**src/rtl/uouterprod_vvm_seq.sv**
```systemverilog
// Self-sequencing unary outer-product engine.
// Two sign-magnitude vectors are turned into Sobol-style bitstreams (bit-reversed
// counters). Each row stream gates a per-row counter that drives the column
// streams, so the AND of the two streams has popcount of about m0*m1/N.
// Every product bit moves a saturating signed accumulator by +1 or -1.
module uouterprod_vvm_seq #(
  parameter int ROWNUM      = 4,
  parameter int COLNUM      = 4,
  parameter int BITWIDTH    = 8,
  parameter int OUTBITWIDTH = 16
) (
  input  logic                                  iClk,
  input  logic                                  iRstN,
  input  logic                                  iClr,
  input  logic                                  iStart,
  input  logic                                  iAccum,
  input  logic [ROWNUM*BITWIDTH-1:0]            iData0,
  input  logic [COLNUM*BITWIDTH-1:0]            iData1,
  output logic                                  oBusy,
  output logic                                  oDone,
  output logic [ROWNUM*COLNUM*OUTBITWIDTH-1:0]  oData,
  output logic [ROWNUM*COLNUM-1:0]              oSat
);

  localparam int MW  = BITWIDTH - 1;
  localparam int NEL = ROWNUM * COLNUM;

  localparam logic [MW-1:0] CNT_ONE  = MW'(1);
  localparam logic [MW-1:0] CNT_LAST = '1;

  localparam logic signed [OUTBITWIDTH-1:0] ACC_ONE = OUTBITWIDTH'(1);
  localparam logic signed [OUTBITWIDTH-1:0] ACC_MAX = {1'b0, {(OUTBITWIDTH-1){1'b1}}};
  localparam logic signed [OUTBITWIDTH-1:0] ACC_MIN = {1'b1, {(OUTBITWIDTH-1){1'b0}}};

  typedef enum logic [1:0] {
    IDLE = 2'd0,
    RUN  = 2'd1,
    DONE = 2'd2
  } stateT;

  stateT stateReg, stateNext;

  // Bit-reversal of a magnitude-width value: turns a linear counter into a
  // low-discrepancy threshold sequence.
  function automatic logic [MW-1:0] brev(input logic [MW-1:0] x);
    logic [MW-1:0] y;
    for (int k = 0; k < MW; k++) begin
      y[k] = x[MW-1-k];
    end
    return y;
  endfunction

  logic [ROWNUM*BITWIDTH-1:0] data0Reg;
  logic [COLNUM*BITWIDTH-1:0] data1Reg;
  logic [MW-1:0]              c0Reg;
  logic [MW-1:0]              r0;
  logic [MW-1:0]              c1Reg [ROWNUM];
  logic [MW-1:0]              r1    [ROWNUM];
  logic [MW-1:0]              m0    [ROWNUM];
  logic [MW-1:0]              m1    [COLNUM];
  logic [ROWNUM-1:0]          s0;
  logic [COLNUM-1:0]          s1;
  logic [ROWNUM-1:0]          b0;

  logic signed [OUTBITWIDTH-1:0] accReg [NEL];
  logic [NEL-1:0]                satReg;

  logic startAcc;
  logic runEn;

  // Accepted start and active run strobes; clear overrides both.
  always_comb begin
    startAcc = iStart & ~iClr & ((stateReg == IDLE) | (stateReg == DONE));
    runEn    = ~iClr & (stateReg == RUN);
  end

  // Run FSM state register.
  always_ff @(posedge iClk or negedge iRstN) begin
    if (!iRstN) begin
      stateReg <= IDLE;
    end else begin
      stateReg <= stateNext;
    end
  end

  // Next-state logic: clear aborts, a run lasts until c0 wraps, DONE can restart directly.
  always_comb begin
    stateNext = stateReg;
    if (iClr) begin
      stateNext = IDLE;
    end else begin
      case (stateReg)
        IDLE:    if (iStart) stateNext = RUN;
        RUN:     if (c0Reg == CNT_LAST) stateNext = DONE;
        DONE:    stateNext = iStart ? RUN : IDLE;
        default: stateNext = IDLE;
      endcase
    end
  end

  assign oBusy = (stateReg == RUN);
  assign oDone = (stateReg == DONE);

  // Operand capture: the run only ever sees the copies taken at start.
  always_ff @(posedge iClk or negedge iRstN) begin
    if (!iRstN) begin
      data0Reg <= '0;
      data1Reg <= '0;
    end else if (iClr) begin
      data0Reg <= '0;
      data1Reg <= '0;
    end else if (startAcc) begin
      data0Reg <= iData0;
      data1Reg <= iData1;
    end
  end

  // Row-stream counter; its last value (all ones) marks the final run cycle.
  always_ff @(posedge iClk or negedge iRstN) begin
    if (!iRstN) begin
      c0Reg <= '0;
    end else if (iClr || startAcc) begin
      c0Reg <= '0;
    end else if (runEn) begin
      c0Reg <= c0Reg + CNT_ONE;
    end
  end

  assign r0 = brev(c0Reg);

  genvar gi, gj;

  generate
    for (gi = 0; gi < ROWNUM; gi++) begin : gRow
      assign m0[gi] = data0Reg[gi*BITWIDTH +: MW];
      assign s0[gi] = data0Reg[gi*BITWIDTH + MW];
      assign b0[gi] = (m0[gi] > r0);
      assign r1[gi] = brev(c1Reg[gi]);

      // Per-row column-stream counter advances only on row-stream ones.
      always_ff @(posedge iClk or negedge iRstN) begin
        if (!iRstN) begin
          c1Reg[gi] <= '0;
        end else if (iClr || startAcc) begin
          c1Reg[gi] <= '0;
        end else if (runEn && b0[gi]) begin
          c1Reg[gi] <= c1Reg[gi] + CNT_ONE;
        end
      end
    end

    for (gj = 0; gj < COLNUM; gj++) begin : gCol
      assign m1[gj] = data1Reg[gj*BITWIDTH +: MW];
      assign s1[gj] = data1Reg[gj*BITWIDTH + MW];
    end

    for (gi = 0; gi < ROWNUM; gi++) begin : gElemRow
      for (gj = 0; gj < COLNUM; gj++) begin : gElemCol
        localparam int K = gi*COLNUM + gj;
        logic prod;
        logic sgn;

        assign prod = b0[gi] & (m1[gj] > r1[gi]);
        assign sgn  = s0[gi] ^ s1[gj];

        // Saturating up/down accumulator with sticky saturation flag.
        always_ff @(posedge iClk or negedge iRstN) begin
          if (!iRstN) begin
            accReg[K] <= '0;
            satReg[K] <= 1'b0;
          end else if (iClr) begin
            accReg[K] <= '0;
            satReg[K] <= 1'b0;
          end else if (startAcc) begin
            if (!iAccum) begin
              accReg[K] <= '0;
              satReg[K] <= 1'b0;
            end
          end else if (runEn && prod) begin
            if (sgn) begin
              if (accReg[K] == ACC_MIN) satReg[K] <= 1'b1;
              else                      accReg[K] <= accReg[K] - ACC_ONE;
            end else begin
              if (accReg[K] == ACC_MAX) satReg[K] <= 1'b1;
              else                      accReg[K] <= accReg[K] + ACC_ONE;
            end
          end
        end

        assign oData[K*OUTBITWIDTH +: OUTBITWIDTH] = accReg[K];
        assign oSat[K] = satReg[K];
      end
    end
  endgenerate

endmodule

```
**config.mk**
```make
export PLATFORM = sky130hd
export DESIGN_NAME = uouterprod_vvm_seq
export DESIGN_NICKNAME = d
export VERILOG_FILES = /design/src/rtl/uouterprod_vvm_seq.sv
export SDC_FILE = /design/constraint.sdc
export NUM_CORES = 1
export LEC_CHECK = 0
export BUFFER_PORTS_ARGS = -buffer_cell sky130_fd_sc_hd__buf_2
export CAP_MARGIN = 20
export CORE_ASPECT_RATIO = 0.7
export CORE_MARGIN = 5
export CORE_UTILIZATION = 55
export CTS_CLUSTER_SIZE = 30
export DETAILED_ROUTE_END_ITERATION = 8
export GPL_TIMING_DRIVEN = 0
export PLACE_DENSITY = 0.76
export SETUP_SLACK_MARGIN = 0.3
export SYNTH_ARGS = -nofsm -noshare
export SYNTH_HDL_FRONTEND = slang
export SYNTH_SLANG_ARGS = --single-unit
export TNS_END_PERCENT = 50
```
**constraint.sdc**
```tcl
create_clock -name iClk -period 8.9 [get_ports iClk]
set_clock_uncertainty 0.2 [all_clocks]
set_input_delay 1.78 -clock iClk [delete_from_list [all_inputs] [get_ports iClk]]
set_output_delay 1.78 -clock iClk [all_outputs]
set_load 0.005 [all_outputs]
```
==> flow_metrics.tcl, run 1 <==
set metrics [dict create \
    core_area_sq_um 53570 \
    synthesis.nets 3790 \
    slowest_delay_ns 0.76 \
    finalNonFillerCells 4443 \
    worst_setup_path_start_kind "primary input" \
    max-vdd-ir-drop_v 0.0001143 \
    grt.total_usage 0.2995 \
    antenna_found_initial 14 \
    syn_area_per_cell_sq_um 9.024 \
    layout.nets 4183 \
    areaGrowthSynthToFinish_pct 14.13 \
    ctsHoldBuffers 0 \
    postSynthRegisterBits 373 \
    cpMostUsedCell "clkbuf_1" \
    first_iter_violations 2219 \
    synth_ff_type "dfrtp_1" \
    synthAdderAreaFrac 0.1866 \
    grt.overflow.total 0 \
    dp.cells 4368 \
    tritoncts "yes" \
    synthesis.instances 3288 \
    drive_gt1_frac 0.1294 \
    num_rows 71 \
    p_leak_uw 0.01706 \
    die_area_sq_um 58770 \
    vias 27180 \
    clockBufferDepth 3 \
    worst_slew_pin_slew_ns 1.106 \
    synth_compound_area_frac 0.2043 \
    swShare 0.3269 \
    cts-root-buf "clkbuf_16" \
    maxCapViolCount 0 \
    worst_slack_ns 3.663 \
    relSlewSlack 0.2572 \
    start_util 0.5539 \
    fillers 4604 \
    ys_warn_count 0 \
    r2r_start "data1Reg[7]$_DFFE_PN0N_" \
    grt_max_degree 115 \
    crit_chain "buf_2 -> nand2b_1 -> nor2_1 -> nand2_1 -> nand2_1 -> clkbuf_1 -> clkbuf_1 -> clkbuf_1 -> nand3_1 -> o31ai_1" \
    dp_hpwl_um 68120 \
    critical_path.slowest_cell "clkbuf_1" \
    yosysUniqueCellTypes 83 \
    cts_resized 0 \
    grt_pass1_vias 25100 \
    io_buffers 342 \
    synth_area_sq_um 29670 \
    pwr-share-seq 0.385 \
    die_y_um 204.3 \
    chipWidth_um 287.6 \
    worstPathRequired_ns 9.18 \
    finalHoldViolCount 0 \
    critPathLaunch "iStart" \
    clock_latency_ns 0.58 \
    rsz0062_at_grt "false" \
    gp_congestion 0.9430 \
    drv_slew 0 \
    via_per_inst 6.117 \
    critPathKind "in -> reg" \
    avgRoutedWirePerCell_um 20.35 \
    ys_seq_area_frac 0.3146 \
    drtPass1Iterations 6 \
    status "complete, no violations" \
    fin_crit_ns 5.237 \
    hold_class "reg -> reg" \
    path_max_fanout 10 \
    detail-route-antenna-nets 0 \
    hp-start "oSat[8]$_DFFE_PN0P_" \
    finalWirelength_um 90420 \
    path_clk_slew_ns 0.07 \
    p_comb_frac 0.249 \
    numCtsBuffers 41 \
    power_switching_uw 1592 \
    crit_arrival_ns 5.51 \
    clockPowerShare 0.366 \
    postCtsSetupBuffers 0 \
    synth_edf_count 0 \
    htree_levels 2 \
    yosys.area_share.simple 0.1876 \
    synth_mux_area_frac 0.009741 \
    p_int_uw 3279 \
    synth_xor_area_frac 0.06907 \
    synth_top_family_by_area "compound AO/OA/AOI/OAI gates" \
    io_pins 343 \
    power.density_nw_per_um2 143.8 \
    min_period_over_period 0.5885 \
    setup_viol 0 \
    grt_first_pass_wirelength_um 141700 \
    async_flop_share 1.000 \
    final.setup.tns_ns 0 \
    dp_slack_ns 3.059 \
    fmax_mhz 190.9 \
    drc 0 \
    cts.sinks 373 \
    end_kind "flop" \
]
-- final timing paths --
path | end | slack [ns] | cells past startpoint
worst max-delay path | oData[169]$_DFFE_PN0P_ | 3.66 | 10
min in group asynchronous | oData[231]$_DFFE_PN0P_ | 0.89 | 1
worst min register to register | oSat[8]$_DFFE_PN0P_ | 0.28 | 1
worst max register to register | oData[14]$_DFFE_PN0P_ | 3.88 | 12
max in group asynchronous | oData[1]$_DFFE_PN0P_ | 6.11 | 3
worst min-delay path | oSat[8]$_DFFE_PN0P_ | 0.28 | 1
-- Yosys cell counts, types with 13 or more instances --
master / instances / share of area
dfrtp_1: 373 / 0.31
nand2b_1: 25 / 0.0053
nor2b_1: 40 / 0.0084
nand4_1: 114 / 0.024
inv_1: 108 / 0.014
and3_1: 33 / 0.0070
o21ai_1: 21 / 0.0035
xnor2_1: 135 / 0.040
nor4_1: 67 / 0.014
a21o_1: 96 / 0.024
xor2_1: 99 / 0.029
ha_1: 417 / 0.18
o21a_1: 58 / 0.015
nand2_1: 239 / 0.030
fa_1: 16 / 0.011
nor3_1: 84 / 0.014
o31ai_1: 27 / 0.0068
mux2i_1: 21 / 0.0071
o21ai_0: 239 / 0.040
o21bai_1: 25 / 0.0063
or2_2: 14 / 0.0030
nor4b_1: 14 / 0.0041
a22o_1: 90 / 0.027
a211oi_1: 16 / 0.0040
nand3_1: 196 / 0.033
a31oi_1: 26 / 0.0055
a21oi_1: 200 / 0.034
clkbuf_1: 73 / 0.0092
nor2_1: 185 / 0.023
buf_1: 13 / 0.0016
or3_1: 21 / 0.0044
-- critical path, delay by kind of cell --
kind	cells	cell delay [ns]
buf+inv	4	2.09
simple gates	5	1.53
compound gates	1	0.11
-- flip-flops by register name, summed over array words and instances (netlist names) --
register	flops
data0Reg	32
c1Reg	28
stateReg	2
oData	256
data1Reg	32
c0Reg	7
oSat	16
-- logic make-up after synthesis --
logic type      after synthesis
flops                       373
xor+xnor                    234
compound gates              918
fa+ha+maj                   433
mux                          28
simple gates               1091
buf+inv                     211
-- power by group through the flow --
stage | combinational, uW | clock, uW | sequential (uW)
3_5_place_dp | 1200 | 0 | 1900
6_report | 1210 | 1780 | 1870
5_1_grt | 1350 | 1890 | 1880
3_3_place_gp | 1160 | 0 | 1900
4_1_cts | 1210 | 1810 | 1870
2_1_floorplan | 828 | 0 | 1870
-- cell type report --
type	count	area, sq um	area share
clock inverter	9	101.3	0.002993
sequential	373	9334	0.2756
clock buffer	62	1267	0.03743
antenna	4	10.01	0.0002956
buffer	103	427.9	0.01264
inverter	108	405.4	0.01197
timing repair buffer	350	1884	0.05564
tap	730	913.4	0.02697
multi-input combinational	2704	19520	0.5764
-- per-layer routing --
| metal | global-route usage | share of wire | wire [um] | up-vias |
|---|---|---|---|---|
| met5 | 0 | 0.00094 | 85 | - |
| met4 | 0.08937 | 0.031 | 2795 | 14 |
| met3 | 0.06466 | 0.081 | 7310 | 171 |
| met2 | 0.4457 | 0.43 | 38680 | 906 |
| met1 | 0.4393 | 0.46 | 41550 | 12970 |
| li1 | - | - | - | 13110 |
-- cells in the final DEF, fill, tap and decap left out, types with 12 or more instances in the layout --
master	Yosys	layout
a211o_1	12	12
a211oi_1	16	16
a21o_1	96	96
a21oi_1	200	200
a22o_1	90	90
a31oi_1	26	26
and2_1	12	12
and3_1	33	33
buf_1	13	13
buf_2	12	353
clkbuf_1	73	80
clkbuf_16	0	43
clkbuf_8	0	12
dfrtp_1	373	373
fa_1	16	16
ha_1	417	417
inv_1	108	108
mux2i_1	21	21
nand2_1	239	239
nand2b_1	25	25
nand3_1	196	196
nand4_1	114	114
nand4b_1	12	12
nor2_1	185	185
nor2b_1	40	40
nor3_1	84	84
nor4_1	67	67
nor4b_1	14	14
o211ai_1	12	12
o21a_1	58	58
o21ai_0	239	239
o21ai_1	21	21
o21bai_1	25	25
o31ai_1	27	27
o41ai_1	12	12
or2_2	14	14
or3_1	21	21
xnor2_1	135	135
xor2_1	99	97
-- per-stage QoR --
step	util	hold slack, ns	power [uW]	cell area (sq um)
after global routing	0.6322	0.3038	5123	33860
final	0.6322	0.2845	4871	33860
after detailed placement	0.6064	0.2748	3096	32480
after global placement	0.6029	0.2632	3058	32300
after floorplan	-	0.2696	2696	29670
after CTS	0.6320	0.2889	4889	33850
Note: power is estimated with default switching activity, not from simulation.
==> run 2: changes to the inputs <==
--- a/config.mk
+++ b/config.mk
@@ -5,6 +5,7 @@
 export SDC_FILE = /design/constraint.sdc
 export NUM_CORES = 1
 export LEC_CHECK = 0
+export ABC_AREA = 1
 export BUFFER_PORTS_ARGS = -buffer_cell sky130_fd_sc_hd__buf_2
 export CAP_MARGIN = 20
 export CORE_ASPECT_RATIO = 0.7
@@ -13,7 +14,7 @@
 export CTS_CLUSTER_SIZE = 30
 export DETAILED_ROUTE_END_ITERATION = 8
 export GPL_TIMING_DRIVEN = 0
-export PLACE_DENSITY = 0.76
+export PLACE_DENSITY = 0.78
 export SETUP_SLACK_MARGIN = 0.3
 export SYNTH_ARGS = -nofsm -noshare
 export SYNTH_HDL_FRONTEND = slang
==> constraint.sdc (replaced) <==
create_clock -name iClk -period 4.7 [get_ports iClk]
set_clock_uncertainty 0.2 [all_clocks]
set_input_delay 0.94 -clock iClk [delete_from_list [all_inputs] [get_ports iClk]]
set_output_delay 0.94 -clock iClk [all_outputs]
set_load 0.005 [all_outputs]
==> run 2 against run 1 <==
Effect of this change: power rose to 3.9 times the previous value; combinational power rose to 8.0 times the previous value; sequential cell count unchanged; non-clock buffer count down 10; routed wire length up 42%; setup slack worse by 2.4 ns; clock-buffer cell count up 1; design area up 25%; sequential share of layout area down 5.4 points; critical path type is now reg -> reg; largest power group is now combinational cells.
==> flow_metrics.tcl, run 2 <==
set metrics [dict create \
    async_flop_share 1.000 \
    io_pins 343 \
    fin_crit_ns 3.420 \
    worst_setup_path_start_kind "flop" \
    clock_latency_ns 0.62 \
    areaGrowthSynthToFinish_pct 12.11 \
    min_period_over_period 0.7276 \
    ys_top_cells_by_area "dfrtp_1 (25%), nand2_1 (23%), ha_1 (14%), inv_1 (8.4%), nor2_1 (7.1%)" \
    avgRoutedWirePerCell_um 17.31 \
    synth_area_sq_um 37620 \
    hold_class "in -> async" \
    clockBufferDepth 3 \
    syn_area_per_cell_sq_um 6.195 \
    dp_slack_ns 0.9945 \
    totalPowerFinal_uw 18840 \
    r2r-end "oData[75]$_DFFE_PN0P_" \
    end_kind "flop" \
    critPathKind "reg -> reg" \
    max-vdd-ir-drop_v 0.0003101 \
    dp.cells 7326 \
    antenna_found_initial 3 \
    worst_slew_pin_slew_ns 1.127 \
    yosysUniqueCellTypes 43 \
    postSynthRegisterBits 373 \
    start_util 0.5535 \
    synth_common_cells "nand2_1 (2275), inv_1 (838), nor2_1 (708)" \
    drtPass1Iterations 6 \
    rsz0062_at_grt "false" \
    die_y_um 228.8 \
    core_area_sq_um 67970 \
    power.density_nw_per_um2 446.6 \
    grt_max_degree 110 \
    cts-root-buf "clkbuf_16" \
    path_max_fanout 21 \
    layout.nets 6973 \
    synth_ff_type "dfrtp_1" \
    drive_gt1_frac 0.08946 \
    worst_slack_ns 1.280 \
    vias 40470 \
    drc 0 \
    postCtsSetupBuffers 0 \
    ys_warn_count 0 \
    wl_met3_um 13960 \
    cts.sinks 373 \
    yosysMostFrequentCell "nand2_1" \
    cpMostUsedCell "nand2_1" \
    top_layer_used "met4" \
    fillers 6520 \
    slowest_delay_ns 0.54 \
    relSlewSlack 0.2489 \
    htree_levels 2 \
    synth_edf_count 0 \
    die_area_sq_um 73820 \
    grt_pass1_vias 36170 \
    num_rows 80 \
    stdcell_area_sq_um 42180 \
    final_common_cell "nand2_1" \
    yosys.area.top_type "dfrtp_1" \
    maxCapViolCount 0 \
    worstPathRequired_ns 5.04 \
    r2r_slack_ns 1.28 \
    drv_slew 0 \
    synthesis.instances 6073 \
    setup_viol 0 \
    grt.overflow.total 0 \
    fmax_mhz 292.4 \
    grt_first_pass_wirelength_um 200000 \
    r2r_start "data0Reg[15]$_DFFE_PN0N_" \
    dp_hpwl_um 97720 \
    finalHoldViolCount 0 \
    detail-route-antenna-nets 0 \
    ctsHoldBuffers 0 \
    place_area_sq_um 40670 \
    synthesis.nets 6575 \
    status "complete, no violations" \
    finalWirelength_um 128300 \
    chipWidth_um 322.6 \
    tritoncts "yes" \
    cts_resized 0 \
    p_leak_uw 0.02539 \
    rr_worst_depth 14 \
    final_cell_mix "nand2_1 (2275), inv_1 (838), nor2_1 (708)" \
    route.met2.wl_um 52050 \
    numCtsBuffers 45 \
    critical_path.slowest_cell "ha_1" \
    finalNonFillerCells 7409 \
    crit_arrival_ns 3.76 \
    gp_congestion 0.9918 \
    via_per_inst 5.462 \
    largest_reg_flops 256 \
    grt.total_usage 0.3368 \
    m1WireLength_um 57350 \
    io_buffers 341 \
    synth_top_area_frac 0.2481 \
    ys_seq_area_frac 0.2481 \
    path_clk_slew_ns 0.06 \
    crit_chain "buf_2 -> xnor2_1 -> inv_1 -> ha_1 -> or2_2 -> nand3_1 -> nand2_1 -> nand2_1 -> nand2_1 -> nand2_1 -> inv_1 -> nor2_1 -> nand2_1 -> nand2_1" \
    first_iter_violations 4009 \
]
==> run 2: changes by cell type after synthesis, sizes merged, moves of 68 or more <==
cell,previous run,this run
a21oi,200,293
xnor2,135,60
inv,108,844
xor2,99,24
o21ai,263,115
nand2,239,2296
nand3,196,525
a21o,96,1
nor4,68,0
nor2,185,730
==> run 2: layer usage <==
layer / GRT usage / vias to the layer above
met4: 0.1182 / 0
met5: 0 / -
met1: 0.4885 / 18510
li1: - / 19990
met3: 0.08241 / 263
met2: 0.4887 / 1700
==> run 2: worst max-delay path: cells and delay by family, from the launching register on <==
| family | cells | cell delay (ns) |
|---|---|---|
| xor gates and xnor gates | 1 | 0.46 |
| adders and majority gates | 1 | 0.54 |
| buffers and inverters | 3 | 0.76 |
| DFF | 1 | 0.35 |
| and+or+nand+nor | 9 | 1.04 |
==> run 2: power by group <==
part | internal (uW) | switching (uW) | total [uW] | leakage [uW]
clock network | 2100 | 1580 | 3670 | 0.000735
registers | 3990 | 1560 | 5550 | 0.00502
logic | 3600 | 6020 | 9620 | 0.0196
total | 9680 | 9150 | 18800 | 0.0254
==> run 2: final cells by class <==
class | count | area (sq um) | area share
Antenna cell | 1 | 2.502 | 0.00005933
Buffer | 92 | 533.0 | 0.01264
Clock buffer | 63 | 1336 | 0.03168
Clock inverter | 19 | 168.9 | 0.004005
Inverter | 844 | 3171 | 0.07517
Multi-Input combinational cell | 4764 | 24610 | 0.5834
Sequential cell | 373 | 9334 | 0.2213
Tap cell | 902 | 1129 | 0.02676
Timing Repair Buffer | 351 | 1897 | 0.04497
==> run 2: how the worst max path moves through the flow <==
stage | slack (ns) | depth (start not counted) | startpoint | to
detailed placement | 0.99 | 11 | iClr | oData[98]$_DFFE_PN0P_
global route | 1.04 | 15 | data1Reg[23]$_DFFE_PN0N_ | oData[235]$_DFFE_PN0P_
floorplan | 1.70 | 13 | data0Reg[15]$_DFFE_PN0N_ | oData[123]$_DFFE_PN0P_
CTS | 1.32 | 14 | data0Reg[15]$_DFFE_PN0N_ | oData[75]$_DFFE_PN0P_
finish | 1.28 | 14 | data0Reg[15]$_DFFE_PN0N_ | oData[75]$_DFFE_PN0P_
global placement | -5.42 | 1 | iRstN | oData[105]$_DFFE_PN0P_
==> run 2: per-stage QoR <==
step | utilization | hold WS (ns) | TNS [ns]
floorplan | - | 0.2642 | 0
global placement | 0.5953 | 0.2535 | -2000.17
detailed placement | 0.5984 | 0.2622 | 0
CTS | 0.6205 | 0.1915 | 0
global route | 0.6206 | 0.2419 | 0
finish | 0.6206 | 0.1805 | 0
==> run 2: logic make-up (layout without fill, tap and decap cells) <==
logic type,Yosys count,in the layout,share of synthesized area
AND/OR/NAND/NOR,3772,3772,0.4164
AO/OA/AOI/OAI,475,475,0.07034
adder cells (fa/ha/maj),433,433,0.1472
other,0,1,0
flip-flops,373,373,0.2481
buffers and inverters,936,1369,0.09844
XOR/XNOR,84,84,0.01956
